==> src/rtl/queue_pkg.sv <==
// ============================================================================
// Module   : queue_pkg
// Brief    : Shared types and geometry for the queue drain serializer.
// Revision : 1.0 - initial release
// ============================================================================
`default_nettype none

package queue_pkg;

    localparam int c_ENTRY_W         = 96;
    localparam int c_WORD_W          = 32;
    localparam int c_WORDS_PER_ENTRY = 3;

    typedef enum logic [1:0] {
        ST_IDLE = 2'd0,
        ST_W0   = 2'd1,
        ST_W1   = 2'd2,
        ST_W2   = 2'd3
    } state_t;

endpackage : queue_pkg

`default_nettype wire

==> src/rtl/queue_drain_serializer.sv <==
// ============================================================================
// Module   : queue_drain_serializer
// Brief    : Pops 96-bit queue entries and emits them as three 32-bit words.
// Revision : 1.0 - initial release
// ============================================================================
`default_nettype none

module queue_drain_serializer
    import queue_pkg::*;
#(
    parameter int WORD_ORDER = 0,
    parameter int CNT_W      = 16
) (
    input  logic                   CLK,
    input  logic                   RST_N,
    output logic                   TIE_INQ1_PopReq,
    input  logic [c_ENTRY_W-1:0]   TIE_INQ1,
    input  logic                   TIE_INQ1_Empty,
    input  logic                   FLUSH,
    output logic                   OUT_Valid,
    output logic [c_WORD_W-1:0]    OUT_Data,
    output logic                   OUT_Last,
    input  logic                   OUT_Ready,
    output logic [CNT_W-1:0]       ENTRY_CNT
);

    state_t                 r_state;
    state_t                 w_state_nxt;
    logic [c_ENTRY_W-1:0]   r_hold;
    logic [CNT_W-1:0]       r_entry_cnt;
    logic                   w_accept;
    logic                   w_pop;
    logic [1:0]             w_slot;
    logic [1:0]             w_word_idx;

    // Reset gates the pop so an in-reset queue is never drained.
    assign w_pop = RST_N & ~TIE_INQ1_Empty & ~FLUSH &
                   ((r_state == ST_IDLE) | ((r_state == ST_W2) & OUT_Ready));

    assign TIE_INQ1_PopReq = w_pop;
    assign OUT_Valid       = (r_state != ST_IDLE);
    assign OUT_Last        = (r_state == ST_W2);
    assign w_accept        = OUT_Valid & OUT_Ready;
    assign ENTRY_CNT       = r_entry_cnt;

    always_comb begin
        w_state_nxt = r_state;
        w_slot      = 2'd0;
        case (r_state)
            ST_IDLE: begin
                if (w_pop) w_state_nxt = ST_W0;
            end
            ST_W0: begin
                w_slot = 2'd0;
                if (w_accept) w_state_nxt = ST_W1;
            end
            ST_W1: begin
                w_slot = 2'd1;
                if (w_accept) w_state_nxt = ST_W2;
            end
            ST_W2: begin
                w_slot = 2'd2;
                if (w_accept) w_state_nxt = w_pop ? ST_W0 : ST_IDLE;
            end
            default: w_state_nxt = ST_IDLE;
        endcase
        if (FLUSH) w_state_nxt = ST_IDLE;
    end

    assign w_word_idx = (WORD_ORDER != 0) ? (2'd2 - w_slot) : w_slot;

    always_comb begin
        OUT_Data = '0;
        if (r_state != ST_IDLE) begin
            case (w_word_idx)
                2'd0:    OUT_Data = r_hold[0*c_WORD_W +: c_WORD_W];
                2'd1:    OUT_Data = r_hold[1*c_WORD_W +: c_WORD_W];
                2'd2:    OUT_Data = r_hold[2*c_WORD_W +: c_WORD_W];
                default: OUT_Data = '0;
            endcase
        end
    end

    always_ff @(posedge CLK or negedge RST_N) begin
        if (!RST_N) begin
            r_state     <= ST_IDLE;
            r_hold      <= '0;
            r_entry_cnt <= '0;
        end else begin
            r_state <= w_state_nxt;
            if (FLUSH) begin
                r_hold <= '0;
            end else if (w_pop) begin
                r_hold <= TIE_INQ1;
            end
            // A flush voids the entry, so a coinciding last-word accept is not counted.
            if (!FLUSH && w_accept && (r_state == ST_W2)) begin
                r_entry_cnt <= r_entry_cnt + CNT_W'(1);
            end
        end
    end

endmodule : queue_drain_serializer

`default_nettype wire

==> config.mk <==
export PLATFORM = sky130hd
export DESIGN_NAME = queue_drain_serializer
export DESIGN_NICKNAME = d
export VERILOG_FILES = /design/src/rtl/queue_pkg.sv /design/src/rtl/queue_drain_serializer.sv
export SDC_FILE = /design/constraint.sdc
export NUM_CORES = 1
export LEC_CHECK = 0
export ABC_AREA = 1
export ABC_CLOCK_PERIOD_IN_PS = 1600
export BUFFER_PORTS_ARGS = -buffer_cell sky130_fd_sc_hd__buf_2
export CORE_ASPECT_RATIO = 0.6
export CORE_MARGIN = 1
export CORE_UTILIZATION = 47
export CTS_BUF_LIST = sky130_fd_sc_hd__clkbuf_16
export CTS_CLUSTER_SIZE = 8
export DETAILED_ROUTE_END_ITERATION = 10
export PLACE_DENSITY_LB_ADDON = 0.2
export SLEW_MARGIN = 10
export SYNTH_ARGS = -nofsm -noshare
export SYNTH_HDL_FRONTEND = slang
export SYNTH_SLANG_ARGS = --single-unit
==> constraint.sdc <==
create_clock -name CLK -period 1.6 [get_ports CLK]
set_input_delay 0.24 -clock CLK [delete_from_list [all_inputs] [get_ports CLK]]
set_output_delay 0.24 -clock CLK [all_outputs]
set_load 0.02 [all_outputs]
==> results.json, run 1 <==
{
  "start_kind": "register",
  "grt_overflow_total": 0,
  "routed_wl_um": 21800,
  "cts-root-buf": "clkbuf_16",
  "numCtsBuffers": 17,
  "syn_to_final_growth_pct": 72.8,
  "dr.pass1.iters": 5,
  "drv_slew": 0,
  "p_seq_frac": 0.268,
  "powerDensity_nw_per_um2": 1380,
  "numPortBuffers": 151,
  "seq_area_frac_synth": 0.530,
  "hpwlAfterDp_um": 10400,
  "tightestPinTransition_ns": 0.687,
  "synth.cell_area_um2": 5380,
  "seq_area_um2": 2860,
  "worstHoldPathType": "in -> async",
  "n_fill_cell": 511,
  "rows": 29,
  "yosysTopAreaCellShare": 0.530,
  "vias": 6008,
  "min_period_ns": 2.21,
  "synth_ff_type": "dfrtp_1",
  "avgSynthCellArea_um2": 8.04,
  "power.share.combinational": 0.429,
  "clkTransAtPathRegs_ns": 0.06,
  "timing.final.ws_setup_ns": -0.614,
  "yosysWarnings": 0,
  "status": "finished with violations",
  "synth_nets": 775,
  "viasPerCell": 5.77,
  "fp.dieH_um": 84.9,
  "insertion_delay_ns": 0.42,
  "synthCells": 669,
  "drive_above_1_share": 0.543,
  "synth_most_common_cell": "nand2_1",
  "synth_edf_count": 0,
  "finalHoldViolCount": 27,
  "whs_ns": -0.102,
  "grt_pass1_wl_um": 26700,
  "internal_power_mw": 8.07,
  "switching_power_mw": 4.79,
  "cts_buffer_depth": 2,
  "yosysTopAreaCell": "dfrtp_1",
  "leakagePower_nw": 4.41,
  "ys_types": 26,
  "maxCapViolCount": 0,
  "setup_viol": 149,
  "grt_max_degree": 113,
  "slew_headroom": 0.542,
  "gp_congestion": 0.845,
  "synth_common_cells": "nand2_1 (183), dfrtp_1 (114), inv_1 (85)",
  "fp.coreArea_um2": 10800,
  "drt-initial-drc-count": 562,
  "place_area_um2": 6730,
  "worst_setup_path_end_kind": "output port",
  "path_max_fanout": 6,
  "pwr-share-clk": 0.302,
  "drcViolationCount": 0,
  "htreeDepth": 4,
  "p_sw_frac": 0.372,
  "nNetsFinal": 996,
  "arrival_ns": 1.97,
  "rsz0062_at_grt": "true",
  "ys_seq_elements": 114,
  "die_area_um2": 11900,
  "num_io_pins": 152,
  "floorplan.initialDensity": 0.496,
  "cp.required_ns": 1.36,
  "cts_sinks": 114,
  "finalInstanceArea_um2": 9300,
  "multiInputGateArea_um2": 3050,
  "die_x_um": 140,
  "fin_skew_ns": 0.00784,
  "antenna_found_initial": 0,
  "cts_tree": "yes",
  "min_period_over_period": 1.38,
  "peakVddDrop_v": 0.00107,
  "grt_pass1_vias": 5433,
  "synth_area_leaders": "dfrtp_1 (53%), nand2_1 (13%), o21ai_0 (6.4%)",
  "track_usage": 0.294,
  "drtAntennaViolNets": 0,
  "avgRoutedWirePerCell_um": 20.9,
  "async_flop_share": 1.00,
  "fin_util": 0.857,
  "antenna_cells": 0,
  "critPathKind": "reg -> out",
  "violations": "hold timing, setup timing",
  "fmax_mhz": 452
}
==> through the flow <==
stage	power, mW	setup slack (ns)	instances	TNS, ns
after global routing	13.3	-0.703	1042	-61.33
after CTS	10.9	-0.590	1016	-48.31
after detailed placement	6.56	-0.211	963	-21.90
after floorplan	5.28	0.00420	669	0
after global placement	6.45	-0.164	963	-16.37
final	12.9	-0.614	1042	-52.08
==> power groups by stage <==
stage	Sequential (mW)	Combinational, mW	Clock, mW
after floorplan	3.44	1.83	0
after global placement	3.42	3.03	0
after detailed placement	3.44	3.12	0
after CTS	3.39	3.66	3.84
after global routing	3.47	5.73	4.05
final	3.45	5.52	3.89
==> sequential cells by signal (all words and copies together), names as in the netlist <==
| signal | count |
|---|---|
| r_hold | 96 |
| ENTRY_CNT | 16 |
| r_state | 2 |
==> cells in the final DEF (no fill, tap or decap), types with 3 or more instances in the layout <==
master      count
a21oi_1        14
a21oi_2        19
buf_12         23
buf_16          3
buf_2         116
buf_4          32
buf_6          42
buf_8           7
bufinv_16       3
clkbuf_16      29
clkinv_4        3
clkinvlp_4      3
dfrtp_1       112
ha_4            3
inv_1          83
inv_4           3
inv_6           4
nand2_1       127
nand2_2        39
nand2_4        18
nand3_1        10
nand3_2        24
nand3_4         3
nor2_1         12
nor2_2          8
nor2_4         34
o21ai_1         4
o21ai_2        62
o21ai_4         3
o22ai_1        31
xnor2_1         3
xor2_1          5
==> layer usage <==
| layer | vias up | GRT usage | wire length (um) | share of wire |
|---|---|---|---|---|
| met5 | - | 0 | 0 | 0 |
| met4 | 0 | 0.114 | 679 | 0.031 |
| met3 | 70 | 0.0722 | 1970 | 0.090 |
| met2 | 405 | 0.458 | 10300 | 0.47 |
| met1 | 2934 | 0.399 | 8850 | 0.41 |
| li1 | 2599 | - | - | - |
==> what timing repair did <==
item	in CTS	in global routing
hold endpoints to repair	2	0
endpoints found under the setup margin	149	148
resized for setup	106	311
gates cloned	7	15
buffers inserted	13	22
hold buffers	1	0
pin swaps	7	59
==> worst max-delay path, stage by stage, from the launching register on <==
cell	delay, ns
dfrtp_2	0.43
buf_12	0.14
ha_4	0.17
inv_6	0.08
buf_12	0.12
o21ai_4	0.07
buf_12	0.15
clkbuf_16	0.17
nor2_4	0.10
buf_6	0.12
==> path summary, 6_finish.rpt <==
check / slack [ns] / start / cells after the start / endpoint
min: -0.10 / RST_N / 2 / r_hold[66]
max reg2reg: -0.39 / r_state[0] / 12 / r_hold[41]
max in group asynchronous: 1.12 / RST_N / 2 / r_hold[74]
max: -0.61 / r_state[0] / 9 / OUT_Data[28]
min in group CLK: 0.02 / TIE_INQ1[22] / 3 / r_hold[22]
min reg2reg: 0.51 / r_hold[38] / 2 / r_hold[38]
==> cell type report <==
type / count / share of cell area
clock buffers: 17 / 0.0458
clock inverters: 15 / 0.0182
inverters: 90 / 0.0401
multi-input cells: 431 / 0.328
flip-flops and latches: 114 / 0.307
well taps: 139 / 0.0187
repair buffers: 236 / 0.242
==> kinds of logic after synthesis <==
| family | synth area share |
|---|---|
| DFF | 0.530 |
| adders and majority gates | 0.0116 |
| and+or+nand+nor | 0.212 |
| buffers and inverters | 0.0963 |
| xor gates and xnor gates | 0.0146 |
| AOI/OAI and AO/OA | 0.135 |
Note: power is estimated with default switching activity, not from simulation.
==> run 2: changes to the inputs <==
--- a/config.mk
+++ b/config.mk
@@ -16,3 +16,5 @@
 export DETAILED_ROUTE_END_ITERATION = 10
+export HOLD_SLACK_MARGIN = 0.02
 export PLACE_DENSITY_LB_ADDON = 0.2
+export SETUP_SLACK_MARGIN = 0.15
 export SLEW_MARGIN = 10
--- a/constraint.sdc
+++ b/constraint.sdc
@@ -3,2 +3,2 @@
 set_output_delay 0.24 -clock CLK [all_outputs]
-set_load 0.02 [all_outputs]
+set_load 0.005 [all_outputs]
==> results.json, run 2 (same netlist as run 1, synthesis figures left out) <==
{
  "nNetsFinal": 1001,
  "peakVddDrop_v": 0.000985,
  "r2r_end": "r_state[0]",
  "antenna_cells": 0,
  "critPathTopFamily": "buffers and inverters",
  "fp.dieH_um": 84.9,
  "final_common_cell": "buf_2",
  "routed_wl_um": 24800,
  "die_x_um": 140,
  "slew_headroom": 0.512,
  "hpwlAfterDp_um": 10300,
  "fin_util": 0.866,
  "start_kind": "register",
  "powerDensity_nw_per_um2": 1310,
  "dr.pass1.iters": 6,
  "setup_viol": 148,
  "die_area_um2": 11900,
  "cts_sinks": 114,
  "largest_reg_flops": 96,
  "fin_skew_ns": 0.00838,
  "insertion_delay_ns": 0.42,
  "tightestPinTransition_ns": 0.732,
  "finalSetupTns_ns": -50.19,
  "viasPerCell": 5.99,
  "grt_max_degree": 55,
  "reg2reg_slack_ns": -0.50,
  "num_io_pins": 152,
  "violations": "setup timing",
  "grt_overflow_total": 0,
  "vias": 6255,
  "arrival_ns": 1.97,
  "min_period_over_period": 1.38,
  "cp.required_ns": 1.36,
  "drt-initial-drc-count": 639,
  "timing.final.ws_setup_ns": -0.610,
  "finalHoldViolCount": 0,
  "worstHoldPathType": "in -> reg",
  "critPathMaxStageDelay_ns": 0.45,
  "grt_pass1_wl_um": 30900,
  "drive_above_1_share": 0.553,
  "numCtsBuffers": 17,
  "floorplan.initialDensity": 0.496,
  "rows": 29,
  "whs_endpoint": "r_hold[54]",
  "track_usage": 0.344,
  "numPortBuffers": 151,
  "final_cell_mix": "buf_2 (147), nand2_1 (131), dfrtp_1 (112), inv_1 (85), o21ai_2 (58)",
  "fp.coreArea_um2": 10800,
  "drv_slew": 0,
  "path_cells": "inv_4 > ha_4 > inv_8 > nand2_8 > clkinv_8 > buf_16 > a21oi_2 > nor2_1 > buf_2",
  "fmax_mhz": 453,
  "whs_path_depth": 3,
  "power_mw": 12.3,
  "crit_slowest_cell": "dfrtp_2",
  "rsz0062_at_grt": "true",
  "cts-root-buf": "clkbuf_16",
  "cts_tree": "yes",
  "syn_to_final_growth_pct": 74.5,
  "grt_pass1_vias": 5813,
  "whs_ns": 0.0291,
  "leakagePower_nw": 4.50,
  "worstRegToRegCells": 13,
  "maxCapViolCount": 0,
  "htreeDepth": 4,
  "r2r_start": "r_state[0]",
  "path_max_fanout": 6,
  "critPathKind": "reg -> out",
  "n_fill_cell": 486,
  "gp_congestion": 0.872,
  "drtAntennaViolNets": 0,
  "antenna_found_initial": 1,
  "worst_setup_path_end_kind": "output port",
  "avgRoutedWirePerCell_um": 23.7,
  "regMostFlops": "r_hold",
  "clkTransAtPathRegs_ns": 0.05,
  "min_period_ns": 2.21,
  "cp.buffers_inverters": 5,
  "hp-start": "TIE_INQ1[54]",
  "status": "finished with violations",
  "cts_buffer_depth": 2,
  "drcViolationCount": 0
}
[run 2: changes by cell type in the layout (fill, tap and decap cells not counted), sizes merged]
cell	delta
nand2	+1
clkbuf	-5
buf	+9
clkinv	+1
bufinv	-1
clkinvlp	-3
inv	+1
[run 2: how the worst max path moves through the flow]
stage	slack, ns	startpoint	cells after the start	to
6_report	-0.61	r_state[0]	9	OUT_Data[1]
5_1_grt	-0.63	r_state[1]	7	OUT_Data[1]
4_1_cts	-0.43	r_state[0]	7	OUT_Data[26]
3_5_place_dp	-0.08	r_state[0]	10	r_hold[65]
3_3_place_gp	-0.04	r_state[0]	9	OUT_Data[21]
2_1_floorplan	0.12	r_state[1]	8	TIE_INQ1_PopReq
[run 2: final cells by class]
type                    instances  area (um2)  area share
multi-input cells             432        3150       0.335
flip-flops and latches        114        2860       0.304
repair buffers                240        2300       0.245
clock buffers                  17         425      0.0453
inverters                      90         385      0.0410
well taps                     139         174      0.0185
clock inverters                13         106      0.0113
[run 2: worst register-to-register path: stages, from the launching register on]
cell and delay (ns):
dfrtp_2 0.43, inv_4 0.06, buf_4 0.14, ha_4 0.18
buf_4 0.14, buf_6 0.12, nor2_4 0.13, buf_4 0.13
nor2_2 0.04, o21ai_1 0.13, nand2_1 0.17, nor2_2 0.17
nand2_1 0.09, nand2_1 0.09
[run 2: repair_timing]
| item | in CTS | in global routing |
|---|---|---|
| setup endpoints to repair | 149 | 149 |
| cloned | 18 | 9 |
| pin swaps | 15 | 30 |
| buffers inserted | 24 | 8 |
| hold buffers | 1 | 0 |
| endpoints found under the hold margin | 10 | 0 |
| resized for setup | 266 | 139 |
[run 2: per-layer routing]
| metal | global-route usage | wire length (um) |
|---|---|---|
| met2 | 0.563 | 11400 |
| met3 | 0.0779 | 2710 |
| met4 | 0.124 | 1260 |
| met5 | 0 | 10 |
| met1 | 0.455 | 9370 |
[run 2: power breakdown]
group | switching, mW | internal (mW) | total, mW
Sequential | 0.275 | 3.21 | 3.48
Clock | 1.41 | 2.22 | 3.63
Combinational | 2.93 | 2.31 | 5.23
Total | 4.61 | 7.74 | 12.3
[run 2: per-stage QoR]
stage          area, um2  setup WS, ns  instances
3_5_place_dp        6510       -0.0808        955
6_report            9390        -0.610       1045
5_1_grt             9390        -0.633       1045
3_3_place_gp        6510       -0.0376        955
4_1_cts             8480        -0.428       1028
2_1_floorplan       5470         0.121        669
==> run 3: changes to the inputs <==
==> constraint.sdc (replaced) <==
create_clock -name CLK -period 1.6 [get_ports CLK]
set_input_delay 0.16 -clock CLK [delete_from_list [all_inputs] [get_ports CLK]]
set_output_delay 0.16 -clock CLK [all_outputs]
set_load 0.005 [all_outputs]
==> results.json, run 3 (same netlist as run 1, synthesis figures left out) <==
{
  "fp.dieH_um": 84.9,
  "status": "finished with violations",
  "nNetsFinal": 1094,
  "hpwlAfterDp_um": 10200,
  "largest_reg_flops": 96,
  "fin_util": 0.947,
  "cts_buffer_depth": 2,
  "antenna_found_initial": 1,
  "worstHoldPathType": "in -> async",
  "rsz0062_at_grt": "true",
  "viasPerCell": 6.42,
  "numPortBuffers": 151,
  "cp.required_ns": 1.44,
  "numCtsBuffers": 17,
  "post-place-ws_ns": -0.120,
  "min_period_over_period": 1.45,
  "peakVddDrop_v": 0.00105,
  "path_max_fanout": 5,
  "fmax_mhz": 430,
  "worst_setup_path_end_kind": "output port",
  "leakagePower_nw": 4.75,
  "drv_slew": 0,
  "setup_viol": 149,
  "drt-initial-drc-count": 894,
  "cts_sinks": 114,
  "htreeDepth": 4,
  "seq_area_um2": 2850,
  "tightestPinTransition_ns": 0.666,
  "powerDensity_nw_per_um2": 1290,
  "rows": 29,
  "insertion_delay_ns": 0.42,
  "fin_skew_ns": 0.00932,
  "n_fill_cell": 258,
  "path_cells": "inv_2 > buf_4 > ha_4 > inv_4 > o21ai_4 > buf_6 > buf_16 > nor2_1 > buf_2",
  "multiInputGateArea_um2": 3180,
  "violations": "setup timing",
  "dr.pass1.iters": 6,
  "fp.coreArea_um2": 10800,
  "timing.final.ws_setup_ns": -0.724,
  "power_mw": 13.3,
  "finalHoldViolCount": 0,
  "clkTransAtPathRegs_ns": 0.06,
  "start_kind": "register",
  "grt_max_degree": 113,
  "syn_to_final_growth_pct": 90.9,
  "place_area_um2": 6500,
  "grt_pass1_wl_um": 35900,
  "regMostFlops": "r_hold",
  "drcViolationCount": 0,
  "floorplan.initialDensity": 0.496,
  "drtAntennaViolNets": 0,
  "drive_above_1_share": 0.473,
  "maxCapViolCount": 0,
  "min_period_ns": 2.32,
  "final_cell_mix": "nand2_1 (172), buf_2 (146), dfrtp_1 (113), dlygate4sd3_1 (97), inv_1 (82)",
  "routed_wl_um": 30300,
  "grt_pass1_vias": 6837,
  "track_usage": 0.402,
  "final_common_cell": "nand2_1",
  "cts_tree": "yes",
  "grt_overflow_total": 0,
  "vias": 7323,
  "die_x_um": 140,
  "critPathMaxStageDelay_ns": 0.40,
  "cts-root-buf": "clkbuf_16",
  "num_io_pins": 152,
  "avgRoutedWirePerCell_um": 26.6,
  "die_area_um2": 11900,
  "critPathKind": "reg -> out",
  "finalInstanceArea_um2": 10300,
  "crit_slowest_cell": "dfrtp_1",
  "gp_congestion": 0.844,
  "slew_headroom": 0.556,
  "arrival_ns": 2.16
}
run 3: cell count changes in the layout (fill, tap and decap cells not counted), sizes merged:
cell / change
nand2: -1
clkinv: +5
bufbuf: +1
clkbuf: -3
diode: +1
inv: -5
dlygate4sd3: +96
clkinvlp: +2
run 3: path summary, 6_finish.rpt:
check	from	end	slack (ns)	depth (start not counted)
setup reg to reg	r_state[0]	r_state[1]	-0.54	13
hold / removal	RST_N	r_state[0]	0.22	2
max in group asynchronous	RST_N	r_hold[79]	0.44	3
hold reg to reg	r_hold[35]	r_hold[35]	0.53	2
min in group CLK	FLUSH	r_state[1]	0.22	4
setup / recovery	r_state[0]	OUT_Data[0]	-0.72	9
run 3: timing repair:
item | CTS | global route
gates resized for setup | 267 | 124
pin swaps | 38 | 23
setup endpoints to repair | 148 | 149
hold endpoints to repair | 210 | 0
buffers inserted | 22 | 12
hold buffers | 97 | 0
gates cloned | 15 | 4
run 3: critical path, delay by kind of cell (launching register included):
kind	cells	cell delay (ns)
buffers and inverters	6	0.81
DFF	1	0.40
and+or+nand+nor	1	0.26
adders and majority gates	1	0.17
AOI/OAI and AO/OA	1	0.09
run 3: cell type report:
type	instances	share of cell area
diodes	1	0.000244
clock buffers	17	0.0414
clock inverters	15	0.0122
inverters	90	0.0365
multi-input cells	431	0.309
flip-flops and latches	114	0.278
well taps	139	0.0169
repair buffers	334	0.306
run 3: metal layers:
metal,part of all wire,GRT usage
met1,0.34,0.503
met2,0.43,0.633
met3,0.14,0.121
met4,0.085,0.223
met5,0.00026,0
run 3: per-stage QoR:
step | TNS [ns] | hold WS, ns | instances
after floorplan | 0 | -0.136 | 669
after global placement | -0.510 | -0.0146 | 958
after detailed placement | -5.42 | -0.0123 | 958
after CTS | -28.81 | 0.108 | 1124
after global routing | -62.54 | 0.197 | 1140
final | -62.05 | 0.221 | 1141
run 3: report_power, final:
part | leakage, nW | switching (mW) | total, mW | internal, mW
Sequential | 1.54 | 0.295 | 3.50 | 3.21
Combinational | 2.94 | 3.34 | 6.03 | 2.69
Clock | 0.269 | 1.48 | 3.72 | 2.24
Total | 4.75 | 5.11 | 13.3 | 8.14
